[config.mk]
export PLATFORM = sky130hd
export DESIGN_NAME = ysyx_23060171_exu_ctrl
export DESIGN_NICKNAME = d
export VERILOG_FILES = /design/src/rtl/ysyx_23060171_exu_pkg.sv /design/src/rtl/ysyx_23060171_mdu_iter.sv /design/src/rtl/ysyx_23060171_exu_ctrl.sv
export SDC_FILE = /design/constraint.sdc
export NUM_CORES = 1
export LEC_CHECK = 0
export ABC_AREA = 1
export BUFFER_PORTS_ARGS = -buffer_cell sky130_fd_sc_hd__clkbuf_2
export CORE_AREA = 2 2 153 155
export DETAILED_ROUTE_END_ITERATION = 8
export DIE_AREA = 0 0 155 157
export PLACE_DENSITY_LB_ADDON = 0.25
export SLEW_MARGIN = 20
export SYNTH_ARGS = -nofsm -noshare
export SYNTH_HDL_FRONTEND = slang
export SYNTH_SLANG_ARGS = --single-unit
[constraint.sdc]
create_clock -name clock -period 2.5 [get_ports clock]
set_clock_uncertainty 0.05 [all_clocks]
set_input_delay 0.125 -clock clock [delete_from_list [all_inputs] [get_ports clock]]
set_output_delay 0.125 -clock clock [all_outputs]
set_load 0.01 [all_outputs]
[src/rtl/ysyx_23060171_exu_pkg.sv]
// Shared types for the EXU valid/ready sequencer and its iterative MDU.
// Build with YSYX_23060171_MDU_EN defined to include the M-extension unit.
package ysyx_23060171_exu_pkg;

   typedef enum logic [1:0] {
      IDLE,
      BUSY,
      HOLD
   } state_e;

   typedef enum logic [2:0] {
      MDU_MUL    = 3'd0,
      MDU_MULH   = 3'd1,
      MDU_MULHSU = 3'd2,
      MDU_MULHU  = 3'd3,
      MDU_DIV    = 3'd4,
      MDU_DIVU   = 3'd5,
      MDU_REM    = 3'd6,
      MDU_REMU   = 3'd7
   } mdu_op_e;

   localparam int MDU_STEPS = 32;

endpackage

[src/rtl/ysyx_23060171_mdu_iter.sv]
// Radix-2 iterative multiply/divide: shift-add MUL, restoring DIV on
// magnitudes, sign fix-up folded into the last step.
module ysyx_23060171_mdu_iter
   import ysyx_23060171_exu_pkg::*;
#(
   parameter int XLEN = 32
) (
   input  logic            clock,
   input  logic            resetn,
   input  logic            start,
   input  logic [2:0]      op,
   input  logic [XLEN-1:0] a,
   input  logic [XLEN-1:0] b,
   input  logic            step,
   input  logic            last,
   output logic            done,
   output logic [XLEN-1:0] result
);

   mdu_op_e             op_in, op_q;
   logic [XLEN:0]       hi, hi_n, sum, rem_sh;
   logic [XLEN-1:0]     lo, lo_n, den;
   logic [XLEN-1:0]     a_mag, b_mag, quo, rem, fix;
   logic [XLEN+1:0]     diff;
   logic [2*XLEN-1:0]   prod, prod_s;
   logic                a_neg, b_neg, neg_q, neg_r, dz, ge;

   always_comb begin
      op_in = mdu_op_e'(op);
      a_neg = a[XLEN-1] &&
              (op_in inside {MDU_MULH, MDU_MULHSU, MDU_DIV, MDU_REM});
      b_neg = b[XLEN-1] &&
              (op_in inside {MDU_MULH, MDU_DIV, MDU_REM});
      a_mag = a_neg ? -a : a;
      b_mag = b_neg ? -b : b;
   end

   // hi/lo is {accumulator, multiplier} for MUL, {remainder, quotient} for DIV
   always_comb begin
      sum    = hi + (lo[0] ? {1'b0, den} : '0);
      rem_sh = {hi[XLEN-1:0], lo[XLEN-1]};
      diff   = {1'b0, rem_sh} - {2'b0, den};
      ge     = !diff[XLEN+1];
      if (op_q[2]) begin
         hi_n = ge ? diff[XLEN:0] : rem_sh;
         lo_n = {lo[XLEN-2:0], ge};
      end else begin
         hi_n = {1'b0, sum[XLEN:1]};
         lo_n = {sum[0], lo[XLEN-1:1]};
      end
      prod   = {hi_n[XLEN-1:0], lo_n};
      prod_s = neg_q ? -prod : prod;
      quo    = dz ? '1 : (neg_q ? -lo_n : lo_n);
      rem    = neg_r ? -hi_n[XLEN-1:0] : hi_n[XLEN-1:0];
      unique case (op_q)
         MDU_MUL:                      fix = prod_s[XLEN-1:0];
         MDU_MULH, MDU_MULHSU,
         MDU_MULHU:                    fix = prod_s[2*XLEN-1:XLEN];
         MDU_DIV, MDU_DIVU:            fix = quo;
         default:                      fix = rem;
      endcase
   end

   always_ff @(posedge clock or negedge resetn) begin
      if (!resetn) begin
         op_q   <= MDU_MUL;
         hi     <= '0;
         lo     <= '0;
         den    <= '0;
         neg_q  <= 1'b0;
         neg_r  <= 1'b0;
         dz     <= 1'b0;
         done   <= 1'b0;
         result <= '0;
      end else if (start) begin
         op_q  <= op_in;
         hi    <= '0;
         lo    <= a_mag;
         den   <= b_mag;
         neg_q <= a_neg ^ b_neg;
         neg_r <= a_neg;
         dz    <= (b == '0);
         done  <= 1'b0;
      end else if (step) begin
         hi <= hi_n;
         lo <= lo_n;
         if (last) begin
            result <= fix;
            done   <= 1'b1;
         end
      end
   end

endmodule

[src/rtl/ysyx_23060171_exu_ctrl.sv]
// Valid/ready sequencer around the EXU; M-ext ops run on the iterative
// MDU only when YSYX_23060171_MDU_EN is defined.
module ysyx_23060171_exu_ctrl
   import ysyx_23060171_exu_pkg::*;
#(
   parameter int XLEN      = 32,
   parameter int PAYLOAD_W = 128
) (
   input  logic                 clock,
   input  logic                 resetn,
   input  logic                 flush,
   input  logic                 in_valid,
   output logic                 in_ready,
   input  logic                 in_is_mdu,
   input  logic [2:0]           in_mdu_op,
   input  logic [XLEN-1:0]      in_a,
   input  logic [XLEN-1:0]      in_b,
   input  logic [XLEN-1:0]      in_alu_result,
   input  logic [PAYLOAD_W-1:0] in_payload,
   output logic                 out_valid,
   input  logic                 out_ready,
   output logic [XLEN-1:0]      out_result,
   output logic [PAYLOAD_W-1:0] out_payload,
   output logic                 busy
);

   state_e          state, state_n;
   logic [4:0]      counter;
   logic            accept, go_mdu, mdu_done;
   logic [XLEN-1:0] mdu_result;

   assign in_ready  = !flush &&
                      (state == IDLE || (state == HOLD && out_ready));
   assign accept    = in_valid && in_ready;
   assign out_valid = (state == HOLD);

`ifdef YSYX_23060171_MDU_EN
   assign go_mdu = in_is_mdu;
   assign busy   = (state == BUSY);

   ysyx_23060171_mdu_iter #(.XLEN(XLEN)) u_mdu (
      .clock  (clock),
      .resetn (resetn),
      .start  (accept && go_mdu),
      .op     (in_mdu_op),
      .a      (in_a),
      .b      (in_b),
      .step   (state == BUSY && !mdu_done),
      .last   (counter == 5'd0),
      .done   (mdu_done),
      .result (mdu_result)
   );
`else
   logic unused_mdu;
   assign unused_mdu = ^{in_is_mdu, in_mdu_op, in_a, in_b};
   assign go_mdu     = 1'b0;
   assign busy       = 1'b0;
   assign mdu_done   = 1'b0;
   assign mdu_result = '0;
`endif

   always_ff @(posedge clock or negedge resetn) begin
      if (!resetn) state <= IDLE;
      else         state <= state_n;
   end

   always_comb begin
      state_n = state;
      if (flush) begin
         state_n = IDLE;
      end else begin
         unique case (state)
            IDLE: if (accept) state_n = go_mdu ? BUSY : HOLD;
            BUSY: if (mdu_done) state_n = HOLD;
            HOLD: if (out_ready)
                     state_n = !accept ? IDLE : (go_mdu ? BUSY : HOLD);
            default: state_n = IDLE;
         endcase
      end
   end

   // The done cycle writes the result, so HOLD lands one edge after the last step
   always_ff @(posedge clock or negedge resetn) begin
      if (!resetn) begin
         counter     <= '0;
         out_result  <= '0;
         out_payload <= '0;
      end else if (flush) begin
         counter <= '0;
      end else if (accept) begin
         out_payload <= in_payload;
         if (go_mdu) counter    <= 5'(MDU_STEPS - 1);
         else        out_result <= in_alu_result;
      end else if (state == BUSY) begin
         if (mdu_done)              out_result <= mdu_result;
         else if (counter != 5'd0)  counter    <= counter - 5'd1;
      end
   end

endmodule
==> impl_metrics.yaml, run 1 <==
status:
  outcome: "finished, final reports clean"
critical_path:
  worst-path-max-fanout: 49
  critPathCapture: "out_payload[38]"
  worst-setup-path-type: "register to register"
  critPathCaptureType: "register"
  rr_worst_depth: 5
  arrival_ps: 1780
  cp-start-kind: "register"
  crit_start: "state[1]"
  timing.rr.end: "out_payload[38]"
  r2r_slack_ps: 1010
  cp.required_ps: 2800
  timing.rr.start: "state[1]"
timing:
  hold_viol: 0
  finalCritPeriodShare: 0.594
  holdWs_ps: 117
  slew_violations: 0
  min_period_ps: 1490
  clock.fmax_ghz: 0.673
  rsz0062_at_grt: "false"
  setup_total_negative_slack_ps: 0
  fin_ws_ps: 1010
  finalSetupViolations: 0
clock_tree:
  cts_made_buffers: 17
  cts_tree: "built"
  cts.clk_slew.worst_paths_ps: 70
  cts-root-buf: "clkbuf_16"
  h-tree-depth: 4
  clkLatencyLatePin_ps: 410
  cts.sinks: 161
  cts_setup_buffers: 0
  clk_path_buf_depth: 2
finish:
  diodes: 0
  n_fill_cell: 2129
  drive_gt1_frac: 0.317
  stdcell_area_sq_mm: 0.0107
  stdcell_count: 1470
  final_util: 0.475
  final_nets: 1405
  area_growth_syn_to_layout_pct: 62.2
  regArea_sq_mm: 0.00403
  multiInputGateArea_sq_mm: 0.00224
power_and_ir_drop:
  totalPowerFinal_mw: 7.22
  irDropWorstVdd_mv: 0.365
  p_leak_nw: 5.80
  power_density_mw_per_mm2: 675
global_routing:
  use_met3: 0.0578
  antenna_found_initial: 0
  grt_busiest_layer: "met2"
  grt_first_pass_wirelength_um: 36300
  grt_usage: 0.184
  grt_overflow_total: 0
  grt_pass1_vias: 7038
  grt_use_met2: 0.306
  use_met1: 0.234
  grt_max_degree: 97
synthesis:
  avgSynthCellArea_sq_um: 9.17
  netlist.area_leader.share: 0.611
  yosys.area.top_type: "dfrtp_1"
  mappedNetlistArea_sq_mm: 0.00660
  syn_nets: 952
  synth_common_cells: "nand2_1, dfrtp_1, nand4_1, buf_2, clkbuf_1"
  syn_inst: 719
  ys_seq_area_frac: 0.611
  yosys-top-cells-area: "dfrtp_1, nand2_1, nand4_1, buf_2, clkbuf_1"
  ys_ff_latch: 161
  synth-async-reset-ratio: 1.00
  yosysMostFrequentCell: "nand2_1"
  synth_edf_count: 0
  yosysWarnings: 0
  synthDistinctLibCells: 13
  synthFlopType: "dfrtp_1"
floorplanning:
  die_h_um: 157
  fp.dieW_um: 155
  dieArea_sq_mm: 0.0243
  rows: 55
  start_util: 0.293
  pin_count: 396
  coreArea_sq_mm: 0.0225
place:
  post-place-ws_ps: 1040
  io_buffers: 326
  routabilityCongestion: 0.782
  dp_hpwl_um: 13300
  dp.cells: 1276
  place_area_sq_mm: 0.00853
job:
  maxCapViolCount: 0
drt:
  drt.antenna.violating_nets: 0
  wl_per_cell_um: 15.2
  postRouteWirelength_um: 22300
  first_pass_iters: 7
  vias_per_cell: 4.68
  drcViolationCount: 0
  vias: 6883
  first_iter_violations: 390
min_path:
  holdCritPathClass: "input port to register"
## cell families (layout without fill, tap and decap cells)
logic type	Yosys count	after routing	synth area share
buffers and inverters	73	539	0.0507
AOI/OAI and AO/OA	2	2	0.00152
other	1	1	0.000569
DFF	161	161	0.611
and+or+nand+nor	482	482	0.336
## worst max-delay path, cell delays in order, from the launching register on
cell and delay [ps]:
dfrtp_1 410, nand2_4 250, buf_12 280, buf_12 200
nand4_1 80, nand2_1 100
## where the power goes
| group | internal, mW | switching (mW) | total, mW |
|---|---|---|---|
| clock network | 1.32 | 1.12 | 2.44 |
| registers | 2.98 | 0.212 | 3.19 |
| logic | 0.713 | 0.875 | 1.59 |
| total | 5.01 | 2.21 | 7.22 |
## worst min path at each step
stage                     startpoint              to  slack (ps)  depth (start not counted)
after floorplan               resetn  out_payload[0]        -220                          0
after global placement        resetn  out_payload[5]          70                          1
after detailed placement      resetn  out_result[23]          60                          1
after CTS                   in_valid  out_result[24]         100                          3
after global routing        in_valid  out_result[24]         120                          3
final                       in_valid  out_result[24]         120                          3
## area by class of cell
class	instances	area share
sequential	161	0.377
timing repair buffer	504	0.328
multi-input combinational	485	0.210
clock buffer	20	0.0418
tap	285	0.0333
clock inverter	12	0.00924
inverter	3	0.00129
## what timing repair did
item / 4_1_cts / 5_1_grt
endpoints found under the hold margin: 206 / 0
setup endpoints to repair: 0 / 0
gates resized for setup: 0 / 0
hold buffers: 162 / 0
## layout by cell type, fill, tap and decap left out, drive strengths merged
master       count
nand4          160
inv              7
clkbuf         344
clkinvlp         5
nand3            1
buf             18
dlygate4sd3    162
clkinv           3
dfrtp          161
a21oi            2
nand2          321
conb             1
## flip-flops by register name, indices dropped and copies added, names as in the netlist
register and flops:
out_payload 128, out_result 32, state 1
## layer usage
layer  share of wire  vias to the layer above
met2            0.48                      263
li1                -                     3349
met5               0                        -
met3           0.077                       18
met1            0.43                     3253
met4           0.011                        0
Note: power is estimated with default switching activity, not from simulation.
==> run 2: changes to the inputs <==
==> constraint.sdc (replaced) <==
create_clock -name clock -period 1.5 [get_ports clock]
set_clock_uncertainty 0.05 [all_clocks]
set_input_delay 0.075 -clock clock [delete_from_list [all_inputs] [get_ports clock]]
set_output_delay 0.075 -clock clock [all_outputs]
set_load 0.01 [all_outputs]
==> impl_metrics.yaml, run 2 (synthesized netlist as in run 1, its figures left out) <==
finish:
  drive_gt1_frac: 0.320
  max_flop_register: "out_payload"
  layout_commonest_cell: "clkbuf_2"
  largest_register_ffs: 128
  stdcell_count: 1473
  n_fill_cell: 2182
  diodes: 0
  final_nets: 1408
  area_growth_syn_to_layout_pct: 63.5
  final_cell_mix: "clkbuf_2, nand2_1, dlygate4sd3_1"
  largest_registers: "out_payload x128, out_result x32, state x1"
timing:
  hold_viol: 0
  setup_total_negative_slack_ps: 0
  clock.fmax_ghz: 0.707
  rsz0062_at_grt: "false"
  min_period_ps: 1410
  finalSetupViolations: 0
  finalCritPeriodShare: 0.943
  slew_violations: 0
critical_path:
  critPathMaxStageDelay_ps: 420
  crit_top_cell: "nand2_1"
  critical-path-top-delay-family: "simple AND/OR/NAND/NOR gates"
  crit_start: "state[1]"
  slowest_stage: "dfrtp_1"
  critPathBufInv: 1
  cp-start-kind: "register"
  timing.rr.start: "state[1]"
  critPathCaptureType: "register"
  worst-path-max-fanout: 52
  cp.required_ps: 1750
  crit_chain: "nand2_4 > nand3_4 > buf_12 > nand2_1 > nand2_1"
  worst-setup-path-type: "register to register"
  arrival_ps: 1660
global_routing:
  grt_overflow_total: 0
  grt_max_degree: 87
  antenna_found_initial: 0
  grt_pass1_vias: 6894
  grt_first_pass_wirelength_um: 36100
  grt_usage: 0.183
drt:
  drcViolationCount: 0
  vias: 6933
  drt.antenna.violating_nets: 0
  first_pass_iters: 5
  first_iter_violations: 508
  wl_per_cell_um: 15.4
  postRouteWirelength_um: 22600
  vias_per_cell: 4.71
place:
  io_buffers: 326
  dp_hpwl_um: 13700
  routabilityCongestion: 0.755
  dp.cells: 1279
clock_tree:
  cts_setup_buffers: 0
  cts-root-buf: "clkbuf_16"
  cts_tree: "built"
  h-tree-depth: 4
  clk_path_buf_depth: 2
  cts_made_buffers: 17
  cts.clk_slew.worst_paths_ps: 70
  clkLatencyLatePin_ps: 420
  cts.sinks: 161
status:
  outcome: "finished, final reports clean"
power_and_ir_drop:
  power.share.clock: 0.352
  p_leak_nw: 5.86
  power.internal_mw: 8.58
  combPwrFrac: 0.217
  swShare: 0.305
  power_density_mw_per_mm2: 1140
  p_switching_mw: 3.76
  irDropWorstVdd_mv: 0.605
  pwr-share-seq: 0.432
floorplanning:
  dieArea_sq_mm: 0.0243
  start_util: 0.293
  fp.dieW_um: 155
  rows: 55
  die_h_um: 157
  pin_count: 396
  coreArea_sq_mm: 0.0225
min_path:
  holdCritPathClass: "input port to async pin"
job:
  maxCapViolCount: 0
[run 2: changes by cell type in the layout (fill, tap and decap cells not counted)]
cell / delta
buf_12: +2
buf_4: +1
bufinv_16: +1
clkbuf_1: -1
clkinv_4: +1
clkinvlp_4: -5
inv_6: +1
inv_8: +3
[run 2: path summary, 6_finish.rpt]
path	end	slack (ps)	depth (start not counted)
setup / recovery	out_payload[63]	90	5
hold / removal	out_payload[4]	80	2
setup reg to reg	out_payload[63]	90	5
hold reg to reg	out_payload[43]	420	2
max in group asynchronous	out_payload[28]	740	3
min in group clock	out_payload[7]	160	4
[run 2: routing by layer]
layer / vias to the layer above / GRT usage / routed length (um) / part of all wire
li1: 3357 / - / - / -
met1: 3286 / 0.234 / 9860 / 0.44
met2: 267 / 0.301 / 10800 / 0.48
met3: 23 / 0.0534 / 1610 / 0.071
met4: 0 / 0.0582 / 321 / 0.014
met5: - / 0 / 0 / 0
[run 2: timing repair]
action                                  in CTS  in global routing
hold buffers                               162                  0
endpoints found under the hold margin      322                  0
gates resized for setup                      0                  0
endpoints found under the setup margin       0                  0
[run 2: cell type report]
type / instances / area (sq um) / area share
inverters: 3 / 13.8 / 0.00128
clock inverters: 13 / 143 / 0.0132
clock buffers: 19 / 443 / 0.0411
well taps: 285 / 357 / 0.0331
repair buffers: 507 / 3550 / 0.330
multi-input cells: 485 / 2240 / 0.208
flip-flops and latches: 161 / 4030 / 0.374
[run 2: worst register-to-register path, delay by kind of cell (launching register included)]
kind                   cells  cell delay, ps
buffers and inverters      1             280
flip-flops                 1             420
AND/OR/NAND/NOR            4             550
[run 2: power groups by stage]
| stage | clock (mW) | sequential (mW) | combinational [mW] |
|---|---|---|---|
| 3_3_place_gp | 0 | 5.37 | 2.33 |
| 3_5_place_dp | 0 | 5.38 | 2.35 |
| 5_1_grt | 4.69 | 5.40 | 2.96 |
| 6_report | 4.34 | 5.32 | 2.67 |
| 4_1_cts | 4.48 | 5.32 | 2.69 |
| 2_1_floorplan | 0 | 5.68 | 0.770 |
[run 2: metrics by stage]
step	power, mW	util	instance area, sq um	setup slack, ps	hold slack, ps
floorplan	6.44	-	6600	230	-271
detailed placement	7.73	0.381	8580	88.4	-26.7
finish	12.3	0.479	10800	85.2	75.8
global route	13.0	0.479	10800	2.45	77.8
global placement	7.70	0.381	8580	120	-24.4
CTS	12.5	0.479	10800	85.6	81.1
==> run 3: changes to the inputs <==
--- a/config.mk
+++ b/config.mk
@@ -7,11 +7,12 @@
 export LEC_CHECK = 0
 export ABC_AREA = 1
 export BUFFER_PORTS_ARGS = -buffer_cell sky130_fd_sc_hd__clkbuf_2
-export CORE_AREA = 2 2 153 155
+export CORE_AREA = 2 2 154 156
 export DETAILED_ROUTE_END_ITERATION = 8
-export DIE_AREA = 0 0 155 157
+export DIE_AREA = 0 0 156 158
 export PLACE_DENSITY_LB_ADDON = 0.25
 export SLEW_MARGIN = 20
 export SYNTH_ARGS = -nofsm -noshare
 export SYNTH_HDL_FRONTEND = slang
+export SYNTH_HIERARCHICAL = 1
 export SYNTH_SLANG_ARGS = --single-unit
==> impl_metrics.yaml, run 3 <==
timing:
  slew_violations: 0
  setup_total_negative_slack_ps: 0
  min_period_ps: 1390
  rsz0062_at_grt: "false"
  clock.fmax_ghz: 0.719
  fin_ws_ps: 109
  finalSetupViolations: 0
  hold_viol: 0
  finalCritPeriodShare: 0.927
critical_path:
  slowest_stage: "dfrtp_1"
  critPathCaptureType: "register"
  rr_worst_depth: 5
  crit_start: "state[1]"
  cp.depth: 5
  cp-start-kind: "register"
  worst-path-max-fanout: 78
  r2r_slack_ps: 110
  timing.rr.start: "state[1]"
  arrival_ps: 1640
  crit_top_cell: "nand2_1"
  critPathCapture: "out_payload[71]"
  timing.rr.end: "out_payload[71]"
  cp.required_ps: 1740
  worst-setup-path-type: "register to register"
  critical-path-top-delay-family: "simple AND/OR/NAND/NOR gates"
  critPathMaxStageDelay_ps: 430
  crit_chain: "nand2_4 > nand3_4 > buf_16 > nand2_1 > nand2_1"
  critPathBufInv: 1
min_path:
  holdCritPathClass: "input port to async pin"
global_routing:
  grt_pass1_vias: 7082
  antenna_found_initial: 0
  grt_first_pass_wirelength_um: 36200
  grt_max_degree: 79
  grt_usage: 0.183
  grt_overflow_total: 0
synthesis:
  synth_edf_count: 0
  synth-xor-area-share: 0
  yosys.area.top_type: "dfrtp_1"
  synth_top_family_by_area: "simple AND/OR/NAND/NOR gates"
  synthDistinctLibCells: 13
  yosysMostFrequentCell: "nand2_1"
  synth-async-reset-ratio: 1.00
  synthFlopType: "dfrtp_1"
  synth.mux.area_fraction: 0
  synth_simple_gate_area_frac: 0.336
  yosys-top-cells-area: "dfrtp_1, nand2_1, nand4_1, buf_2, clkbuf_1"
  mappedNetlistArea_sq_mm: 0.00660
  synth_common_cells: "nand2_1, dfrtp_1, nand4_1, buf_2, clkbuf_1"
  syn_inst: 719
  ys_ff_latch: 161
  synth_compound_area_frac: 0.00152
  avgSynthCellArea_sq_um: 9.17
  synthAdderAreaFrac: 0
  netlist.area_leader.share: 0.611
  yosysWarnings: 6
  syn_nets: 952
  ys_seq_area_frac: 0.611
drt:
  vias_per_cell: 4.70
  postRouteWirelength_um: 22800
  vias: 7024
  first_iter_violations: 412
  drcViolationCount: 0
  first_pass_iters: 4
  wl_per_cell_um: 15.2
  drt.antenna.violating_nets: 0
place:
  dp.cells: 1297
  routabilityCongestion: 0.801
  post-place-ws_ps: 115
  io_buffers: 326
  dp_hpwl_um: 14500
floorplanning:
  die_h_um: 158
  start_util: 0.286
  fp.dieW_um: 156
  rows: 56
  coreArea_sq_mm: 0.0231
  dieArea_sq_mm: 0.0246
  pin_count: 396
power_and_ir_drop:
  p_leak_nw: 5.98
  power_density_mw_per_mm2: 1130
  irDropWorstVdd_mv: 0.609
finish:
  regArea_sq_mm: 0.00403
  largest_register_ffs: 128
  drive_gt1_frac: 0.329
  layout_commonest_cell: "clkbuf_2"
  max_flop_register: "out_payload"
  final_cell_mix: "clkbuf_2, nand2_1, dlygate4sd3_1"
  final_nets: 1426
  multiInputGateArea_sq_mm: 0.00224
  largest_registers: "out_payload x128, out_result x32, state x1"
  diodes: 0
  area_growth_syn_to_layout_pct: 67.0
  n_fill_cell: 2185
  stdcell_count: 1496
clock_tree:
  cts.clk_slew.worst_paths_ps: 70
  cts_made_buffers: 17
  cts_tree: "built"
  cts.sinks: 161
  clkLatencyLatePin_ps: 410
  cts-root-buf: "clkbuf_16"
  clk_path_buf_depth: 2
  h-tree-depth: 4
status:
  outcome: "finished, final reports clean"
job:
  maxCapViolCount: 0
## run 3: cell counts after synthesis
No cell type changed its count.
## run 3: per-stage QoR
step | util | total power, mW | hold WS [ps] | cell area [sq um]
detailed placement | 0.380 | 7.78 | -55.8 | 8760
floorplan | - | 6.44 | -271 | 6600
finish | 0.478 | 12.4 | 65.6 | 11000
CTS | 0.476 | 12.6 | 51.6 | 11000
global route | 0.478 | 13.2 | 72.2 | 11000
global placement | 0.380 | 7.74 | -64.1 | 8760
## run 3: cell families after synthesis
family,after synthesis
DFF,161
and+or+nand+nor,482
other,1
AOI/OAI and AO/OA,2
buffers and inverters,73
## run 3: timing repair
item                                   CTS  global route
buffers inserted                         0             4
setup endpoints to repair                0             3
hold buffers                           163             0
endpoints found under the hold margin  322             0
gates resized for setup                  0             1
## run 3: layout make-up
class	instances	share of cell area
clock inverter	13	0.0131
sequential	161	0.366
timing repair buffer	525	0.343
clock buffer	19	0.0402
multi-input combinational	485	0.204
tap	290	0.0330
inverter	3	0.00125
## run 3: how the worst min path moves through the flow
| stage | from | end | slack (ps) |
|---|---|---|---|
| after detailed placement | resetn | out_result[21] | -60 |
| after floorplan | resetn | out_payload[0] | -270 |
| after global placement | resetn | out_result[21] | -60 |
| after global routing | out_ready | out_payload[126] | 70 |
| after CTS | resetn | out_result[21] | 50 |
| final | resetn | out_result[21] | 70 |
## run 3: routing by layer
layer	vias up	track usage	wire, um
met5	-	0	0
met1	3321	0.222	9370
met4	0	0.0537	365
met3	24	0.0583	1790
met2	287	0.314	11200
li1	3392	-	-
## run 3: power by group
part / switching, mW / internal [mW] / total [mW]
sequential: 0.350 / 4.97 / 5.32
combinational: 1.48 / 1.25 / 2.73
clock: 1.97 / 2.41 / 4.38
total: 3.80 / 8.63 / 12.4
